==> config.mk <==
export PLATFORM = sky130hd
export DESIGN_NAME = led_ctrl
export DESIGN_NICKNAME = d
export VERILOG_FILES = /design/src/rtl/led_pkg.sv /design/src/rtl/led_blink_timer.sv /design/src/rtl/led_ctrl.sv
export SDC_FILE = /design/constraint.sdc
export NUM_CORES = 1
export LEC_CHECK = 0
export BUFFER_PORTS_ARGS = -buffer_cell sky130_fd_sc_hd__clkbuf_2
export CAP_MARGIN = 20
export CORE_ASPECT_RATIO = 0.6
export CORE_UTILIZATION = 44
export CTS_CLUSTER_DIAMETER = 120
export DETAILED_ROUTE_END_ITERATION = 8
export GPL_ROUTABILITY_DRIVEN = 0
export PLACE_DENSITY = 0.75
export SLEW_MARGIN = 20
export SYNTH_ARGS = -nofsm -noshare
export SYNTH_HDL_FRONTEND = slang
export SYNTH_SLANG_ARGS = --single-unit
==> constraint.sdc <==
create_clock -name clk -period 3.4 [get_ports clk]
set_clock_uncertainty 0.2 [all_clocks]
set_input_delay 0.68 -clock clk [delete_from_list [all_inputs] [get_ports clk]]
set_output_delay 0.68 -clock clk [all_outputs]
set_load 0.005 [all_outputs]
==> src/rtl/led_pkg.sv <==
// Shared definitions for the memory-mapped LED controller: register map and CTRL field positions.
package led_pkg;

    typedef enum logic [1:0] {
        LED_A_VALUE  = 2'd0,
        LED_A_TOGGLE = 2'd1,
        LED_A_MASK   = 2'd2,
        LED_A_CTRL   = 2'd3
    } led_addr_e;

    localparam int DUTY_LSB = 24;
    localparam int DUTY_W   = 8;

endpackage

==> src/rtl/led_blink_timer.sv <==
// Blink timebase: prescaler counts 0..period-1 and flips the phase on every wrap.
// A period of zero parks the timer with phase high so blinking LEDs stay lit.
module led_blink_timer #(
    parameter int PERIOD_W = 24
) (
    input  logic                clk,
    input  logic                rstn,
    input  logic [PERIOD_W-1:0] period,
    input  logic                restart,
    output logic                phase
);

    logic [PERIOD_W-1:0] prescaler;
    logic                at_last;

    assign at_last = (prescaler == (period - PERIOD_W'(1)));

    // Prescaler and phase; a restart (CTRL write) takes priority over a coincident wrap.
    always_ff @(posedge clk or negedge rstn) begin
        if (!rstn) begin
            prescaler <= '0;
            phase     <= 1'b1;
        end else if (restart || (period == '0)) begin
            prescaler <= '0;
            phase     <= 1'b1;
        end else if (at_last) begin
            prescaler <= '0;
            phase     <= ~phase;
        end else begin
            prescaler <= prescaler + PERIOD_W'(1);
        end
    end

endmodule

==> src/rtl/led_ctrl.sv <==
// MMIO LED output controller: VALUE / TOGGLE / BLINK_MASK / CTRL registers, registered LED drive.
// Optional dimming is compiled in when LED_CTRL_PWM_EN is defined (duty in CTRL[31:24]).
module led_ctrl
    import led_pkg::*;
#(
    parameter int WIDTH    = 16,
    parameter int PERIOD_W = 24
) (
    input  logic             clk,
    input  logic             rstn,
    input  logic             we,
    input  logic [1:0]       addr,
    input  logic [31:0]      wdata,
    output logic [31:0]      rdata,
    output logic [WIDTH-1:0] led
);

    logic [WIDTH-1:0]    value_q;
    logic [WIDTH-1:0]    mask_q;
    logic [PERIOD_W-1:0] period_q;
    logic                phase;
    logic                ctrl_wr;
    logic                dim_gate;
    logic [WIDTH-1:0]    led_next;

    // Upper store-data bits are legitimately ignored for narrow configurations.
    logic unused_wdata;
    assign unused_wdata = ^wdata;

    assign ctrl_wr = we && (addr == LED_A_CTRL);

    // Register file: VALUE, TOGGLE (xor into VALUE), BLINK_MASK and CTRL period.
    always_ff @(posedge clk or negedge rstn) begin
        if (!rstn) begin
            value_q  <= '0;
            mask_q   <= '0;
            period_q <= '0;
        end else if (we) begin
            case (led_addr_e'(addr))
                LED_A_VALUE:  value_q  <= wdata[WIDTH-1:0];
                LED_A_TOGGLE: value_q  <= value_q ^ wdata[WIDTH-1:0];
                LED_A_MASK:   mask_q   <= wdata[WIDTH-1:0];
                LED_A_CTRL:   period_q <= wdata[PERIOD_W-1:0];
                default:      value_q  <= value_q;
            endcase
        end
    end

    led_blink_timer #(
        .PERIOD_W (PERIOD_W)
    ) u_timer (
        .clk     (clk),
        .rstn    (rstn),
        .period  (period_q),
        .restart (ctrl_wr),
        .phase   (phase)
    );

`ifdef LED_CTRL_PWM_EN
    logic [DUTY_W-1:0] duty_q;
    logic [DUTY_W-1:0] pwm_cnt;

    // Duty register and free-running PWM counter; CTRL writes never clear the counter.
    always_ff @(posedge clk or negedge rstn) begin
        if (!rstn) begin
            duty_q  <= '0;
            pwm_cnt <= '0;
        end else begin
            pwm_cnt <= pwm_cnt + DUTY_W'(1);
            if (ctrl_wr) begin
                duty_q <= wdata[DUTY_LSB +: DUTY_W];
            end
        end
    end

    assign dim_gate = (duty_q == '0) || (pwm_cnt < duty_q);
`else
    assign dim_gate = 1'b1;
`endif

    // Output gating: masked LEDs go dark in the low blink phase, then optional dimming.
    always_comb begin
        led_next = value_q & ~(mask_q & {WIDTH{~phase}});
        if (!dim_gate) begin
            led_next = '0;
        end
    end

    // LED drive register, one cycle behind the register file.
    always_ff @(posedge clk or negedge rstn) begin
        if (!rstn) begin
            led <= '0;
        end else begin
            led <= led_next;
        end
    end

    // Read-back mux; depends only on addr and current register contents.
    always_comb begin
        rdata = '0;
        case (led_addr_e'(addr))
            LED_A_VALUE, LED_A_TOGGLE: rdata[WIDTH-1:0]    = value_q;
            LED_A_MASK:                rdata[WIDTH-1:0]    = mask_q;
            LED_A_CTRL: begin
                rdata[PERIOD_W-1:0] = period_q;
`ifdef LED_CTRL_PWM_EN
                rdata[DUTY_LSB +: DUTY_W] = duty_q;
`endif
            end
            default:                   rdata = '0;
        endcase
    end

endmodule
==> results.toml, run 1 <==
[run_status]
status = "finished, final reports clean"

[floorplan]
start_util = 0.4633
num_rows = 30
ios = 85
die_w_um = 144.7
core_um2 = 11600
fp.dieH_um = 87.61
fp.dieArea_um2 = 12670

[power]
p_leak_nw = 2.677
power_mw = 3.325
vdd_drop_max_mv = 0.2870
powerDensity_nw_per_um2 = 539.7

[detailed_routing]
dr_total_vias = 4094
vias_per_cell = 5.525
wire_per_inst_um = 16.83
totalWireLength_mm = 12.47
drtIter0Drc = 190
dr.pass1.iters = 4
ant_nets = 0
drc = 0

[timing]
rsz0062_at_grt = "no"
setup_viol = 0
worst_slack_ns = 0.2967
finalSetupTns_ns = 0
finalCritPeriodShare = 0.9127
fmax_mhz = 322.2
hold_violations = 0
final.min_clock_period_ns = 3.103
worst_pin_slew_ns = 0.8572
slew_headroom = 0.4285
slew_violations = 0

[clocking]
numCtsBuffers = 9
htreeDepth = 3
clock_latency_ns = 0.35
cts-resized-gates = 0
clkTransAtPathRegs_ns = 0.07
holdBufCountCts = 0
clock-root-buffer = "clkbuf_16"
postCtsSetupRepairBufs = 0
tritoncts = "done"
cts_sinks = 97
clockBufferDepth = 2

[setup_path]
endpoint_kind = "flop"
criticalPathCategory = "reg -> reg"
worstPathMaxFanout = 24
cp.required_ns = 3.42
rr_worst_depth = 10
start_kind = "flop"
cp.arrival_ns = 3.12

[finish]
final_nets = 615
postLayoutCellArea_um2 = 6161
layout_commonest_cell = "dfrtp_1"
drive_gt1_frac = 0.2892
nFillCells = 1019
syn2layout_area_growth_pct = 14.64
layout_common_cells = "96 x dfrtp_1, 67 x clkbuf_2, 54 x a21oi_1"
diodes = 0

[placement]
dp_hpwl_mm = 8.802
port_buffers = 68
dp_slack_ns = 0.3321
dpl_cell_area_um2 = 5854

[synth]
synth_area_per_cell_um2 = 10.37
synthArstFlopShare = 1.000
ys_ff_latch = 97
syn-cell-area_um2 = 5374
synth_edf_count = 0
synth-warning-count = 0
synth.distinct_cells = 50
ys_seq_area_frac = 0.4519
yosys_most_used_dff = "dfrtp_1"
syn_inst = 518

[global_routing]
grt_max_degree = 51
first_global_vias = 3990
grt_pass1_wl_mm = 20.19
antenna_found_initial = 0
grt-ovfl-total = 0
grtUsageTotal = 0.2086

[job]
cap_violations = 0

[worst_hold_path]
hold_class = "in -> async"
[synthesized netlist by cell type, drive strengths merged, types with 2 or more instances]
cell / count / area [um^2]
dfrtp: 96 / 2402
a21oi: 54 / 270.3
mux2: 40 / 450.4
nor2: 34 / 127.6
nor3: 31 / 260.3
xnor2: 30 / 262.8
clkbuf: 27 / 101.4
nand3: 26 / 130.1
xor2: 20 / 175.2
o21ai: 18 / 90.09
a21boi: 17 / 127.6
mux2i: 17 / 170.2
nand2: 14 / 52.55
nand4: 14 / 87.58
buf: 13 / 121.4
and3: 12 / 76.33
inv: 6 / 22.52
nor2b: 6 / 37.54
nor4: 6 / 52.55
a2111oi: 4 / 72.57
and4: 3 / 26.28
or3: 3 / 23.77
ha: 2 / 25.02
nor3b: 2 / 15.01
o211ai: 2 / 15.01
o21a: 2 / 15.01
o311ai: 2 / 17.52
o31ai: 2 / 15.01
or2: 2 / 12.51
or3b: 2 / 17.52
[cell type report]
class	instances	area, um^2	area share
clock buffer	10	239.0	0.03879
clock inverter	6	67.56	0.01097
inverter	6	22.52	0.003656
multi-input combinational	382	2745	0.4456
sequential	97	2429	0.3942
tap	160	200.2	0.03249
timing repair buffer	80	457.9	0.07433
[metal layers]
| layer | track usage | part of all wire | up-vias |
|---|---|---|---|
| met5 | 0 | 0 | - |
| met4 | 0.05263 | 0.0083 | 0 |
| met3 | 0.04811 | 0.048 | 10 |
| met2 | 0.3291 | 0.45 | 107 |
| met1 | 0.2912 | 0.50 | 2021 |
| li1 | - | - | 1956 |
[path summary, 6_finish.rpt]
path,to,slack [ns],startpoint
hold / removal,period_q[20]$_DFFE_PN0P_,0.14,rstn
hold reg to reg,led[15]$_DFF_PN0_,0.28,mask_q[15]$_DFFE_PN0P_
max in group asynchronous,led[9]$_DFF_PN0_,2.16,rstn
setup / recovery,u_timer.prescaler[1]$_DFF_PN0_,0.30,period_q[0]$_DFFE_PN0P_
min in group clk,led[15]$_DFF_PN0_,0.28,mask_q[15]$_DFFE_PN0P_
setup reg to reg,u_timer.prescaler[1]$_DFF_PN0_,0.30,period_q[0]$_DFFE_PN0P_
[metrics by stage]
step           cells  utilization  hold WS [ns]
6_report         741       0.5312        0.1418
5_1_grt          741       0.5312        0.1952
4_1_cts          741       0.5312        0.1727
3_5_place_dp     725       0.5047        0.2664
3_3_place_gp     725       0.5047        0.2623
2_1_floorplan    525            -        0.1844
[state kept, by name (all words and copies together), names as in the netlist]
register and cells:
led 16, mask_q 16, period_q 24, u_timer.phase 1, u_timer.prescaler 24, value_q 16
[report_power, final]
group          internal [mW]  leakage [nW]  total, mW  switching [mW]
logic                  0.363          1.35      0.727           0.364
registers               1.34          1.18       1.56           0.219
clock network          0.591         0.145       1.04           0.450
total                   2.29          2.68       3.33            1.03
[critical path, cell delays in order (launching register included)]
cell and delay, ns:
dfrtp_1 0.46, inv_1 0.10, ha_1 0.21, nor3b_1 0.30, nand2_1 0.14, a2111oi_0 0.52, nand4_1 0.23, a2111oi_4 0.27
and3_1 0.25, buf_12 0.20, nor3b_1 0.08
[cell families after synthesis]
family          after synthesis  share of synthesized area
compound gates              106                     0.1234
xor+xnor                     50                    0.08149
fa+ha+maj                     2                   0.004656
buf+inv                      46                    0.04564
flops                        97                     0.4519
mux                          57                     0.1155
other cells                   1                  0.0006978
simple gates                159                     0.1767
Note: power is estimated with default switching activity, not from simulation.
==> run 2, diff against run 1 <==
PLACE_DENSITY = default   (was 0.75)
==> run 2 against run 1 <==
Via count decreased by 0.71%. Setup slack improved by 0.0018 ns. Critical endpoint is now u_timer.prescaler[3]$_DFF_PN0_. Largest cell class unchanged. First-iteration DRC count increased by 4.2%.
==> results.toml, run 2 (synthesis results as in run 1) <==
[clocking]
postCtsSetupRepairBufs = 0
tritoncts = "done"
cts-resized-gates = 0
numCtsBuffers = 9
clkTransAtPathRegs_ns = 0.07
clock-root-buffer = "clkbuf_16"
holdBufCountCts = 0
clock_latency_ns = 0.34
cts_sinks = 97
htreeDepth = 3
clockBufferDepth = 2

[global_routing]
first_global_vias = 3784
grt_pass1_wl_mm = 20.23
antenna_found_initial = 0
grt-ovfl-total = 0
grtUsageTotal = 0.2120
grt_max_degree = 55

[detailed_routing]
vias_per_cell = 5.478
dr.pass1.iters = 5
wire_per_inst_um = 17.00
drtIter0Drc = 198
drc = 0
ant_nets = 0
dr_total_vias = 4065
totalWireLength_mm = 12.62

[timing]
finalSetupTns_ns = 0
fmax_mhz = 322.4
worst_pin_slew_ns = 0.8131
final.min_clock_period_ns = 3.101
finalCritPeriodShare = 0.9122
rsz0062_at_grt = "no"
setup_viol = 0
slew_violations = 0
hold_violations = 0
slew_headroom = 0.4580

[setup_path]
ff2ff_setup_slack_ns = 0.30
critPathTopFamily = "simple AND/OR/NAND/NOR gates"
endpoint_kind = "flop"
cp.arrival_ns = 3.11
path_buf_inv = 2
start_kind = "flop"
worst_path_max_delay_cell = "dfrtp_1"
cp.required_ns = 3.41
criticalPathCategory = "reg -> reg"
cpPeakStageDelay_ns = 0.51
crit_path_cell_trace = "nor4_1 -> buf_4 -> nand4_1 -> nor2_1 -> mux2i_1 -> a2111oi_4 -> and3_1 -> buf_12 -> nor3_1"
worstPathMaxFanout = 24

[finish]
syn2layout_area_growth_pct = 14.44
postLayoutCellArea_um2 = 6150
layout_commonest_cell = "dfrtp_1"
layout_common_cells = "96 x dfrtp_1, 67 x clkbuf_2, 54 x a21oi_1"
diodes = 0
top_regs = "period_q (24), u_timer.prescaler (24)"
drive_gt1_frac = 0.2904
final_nets = 617

[power]
p_leak_nw = 2.672
p_sw_frac = 0.3162
clock_power_share = 0.297
power_switching_mw = 1.027
p_int_mw = 2.222
powerDensity_nw_per_um2 = 528.3
comb_power_share = 0.225
vdd_drop_max_mv = 0.2783
seq_power_share = 0.478

[placement]
dpl_cell_area_um2 = 5869
dp_hpwl_mm = 8.919
port_buffers = 68

[floorplan]
num_rows = 30
fp.dieH_um = 87.61
fp.dieArea_um2 = 12670
die_w_um = 144.7
ios = 85
start_util = 0.4633
core_um2 = 11600

[run_status]
status = "finished, final reports clean"

[job]
cap_violations = 0

[worst_hold_path]
hold_class = "in -> async"
## run 2: changes by cell type in the layout (fill, tap and decap cells not counted), sizes merged
cell	delta
buf	+2
inv	+1
bufinv	-1
clkinv	-1
## run 2: layout make-up
cell class,count,area [um^2]
Clock buffer,10,239.0
Multi-Input combinational cell,382,2745
Tap cell,160,200.2
Clock inverter,5,41.29
Fill cell,1038,5449
Sequential cell,97,2429
Inverter,6,22.52
Timing Repair Buffer,82,473.0
## run 2: power by group through the flow
stage | sequential, mW | combinational (mW) | clock, mW
floorplan | 1.49 | 0.525 | 0
global placement | 1.56 | 0.708 | 0
detailed placement | 1.57 | 0.725 | 0
CTS | 1.55 | 0.733 | 0.995
global route | 1.58 | 0.818 | 1.04
finish | 1.55 | 0.731 | 0.965
## run 2: layer usage
| layer | part of all wire | track usage |
|---|---|---|
| met1 | 0.52 | 0.3244 |
| met2 | 0.42 | 0.3016 |
| met3 | 0.063 | 0.04811 |
| met4 | 0.0059 | 0.04976 |
| met5 | 0 | 0 |
## run 2: worst paths after layout
kind                                         start                        endpoint  cells after the start
min reg2reg                  mask_q[4]$_DFFE_PN0P_                led[4]$_DFF_PN0_                      1
max in group asynchronous                     rstn       u_timer.phase$_DFFE_PN1P_                      2
max reg2reg                period_q[2]$_DFFE_PN0P_  u_timer.prescaler[3]$_DFF_PN0_                      9
max                        period_q[2]$_DFFE_PN0P_  u_timer.prescaler[3]$_DFF_PN0_                      9
min                                           rstn        period_q[18]$_DFFE_PN0P_                      1
min in group clk             mask_q[4]$_DFFE_PN0P_                led[4]$_DFF_PN0_                      1
## run 2: stage by stage
step	power, mW	hold WS (ns)	util	worst slack (ns)	cells
floorplan	2.017	0.1844	-	0.5844	525
global placement	2.267	0.2599	0.5060	0.3738	727
detailed placement	2.296	0.2703	0.5060	0.3541	727
CTS	3.278	0.1575	0.5302	0.3267	742
global route	3.441	0.1834	0.5302	0.1509	742
finish	3.249	0.1342	0.5302	0.2985	742
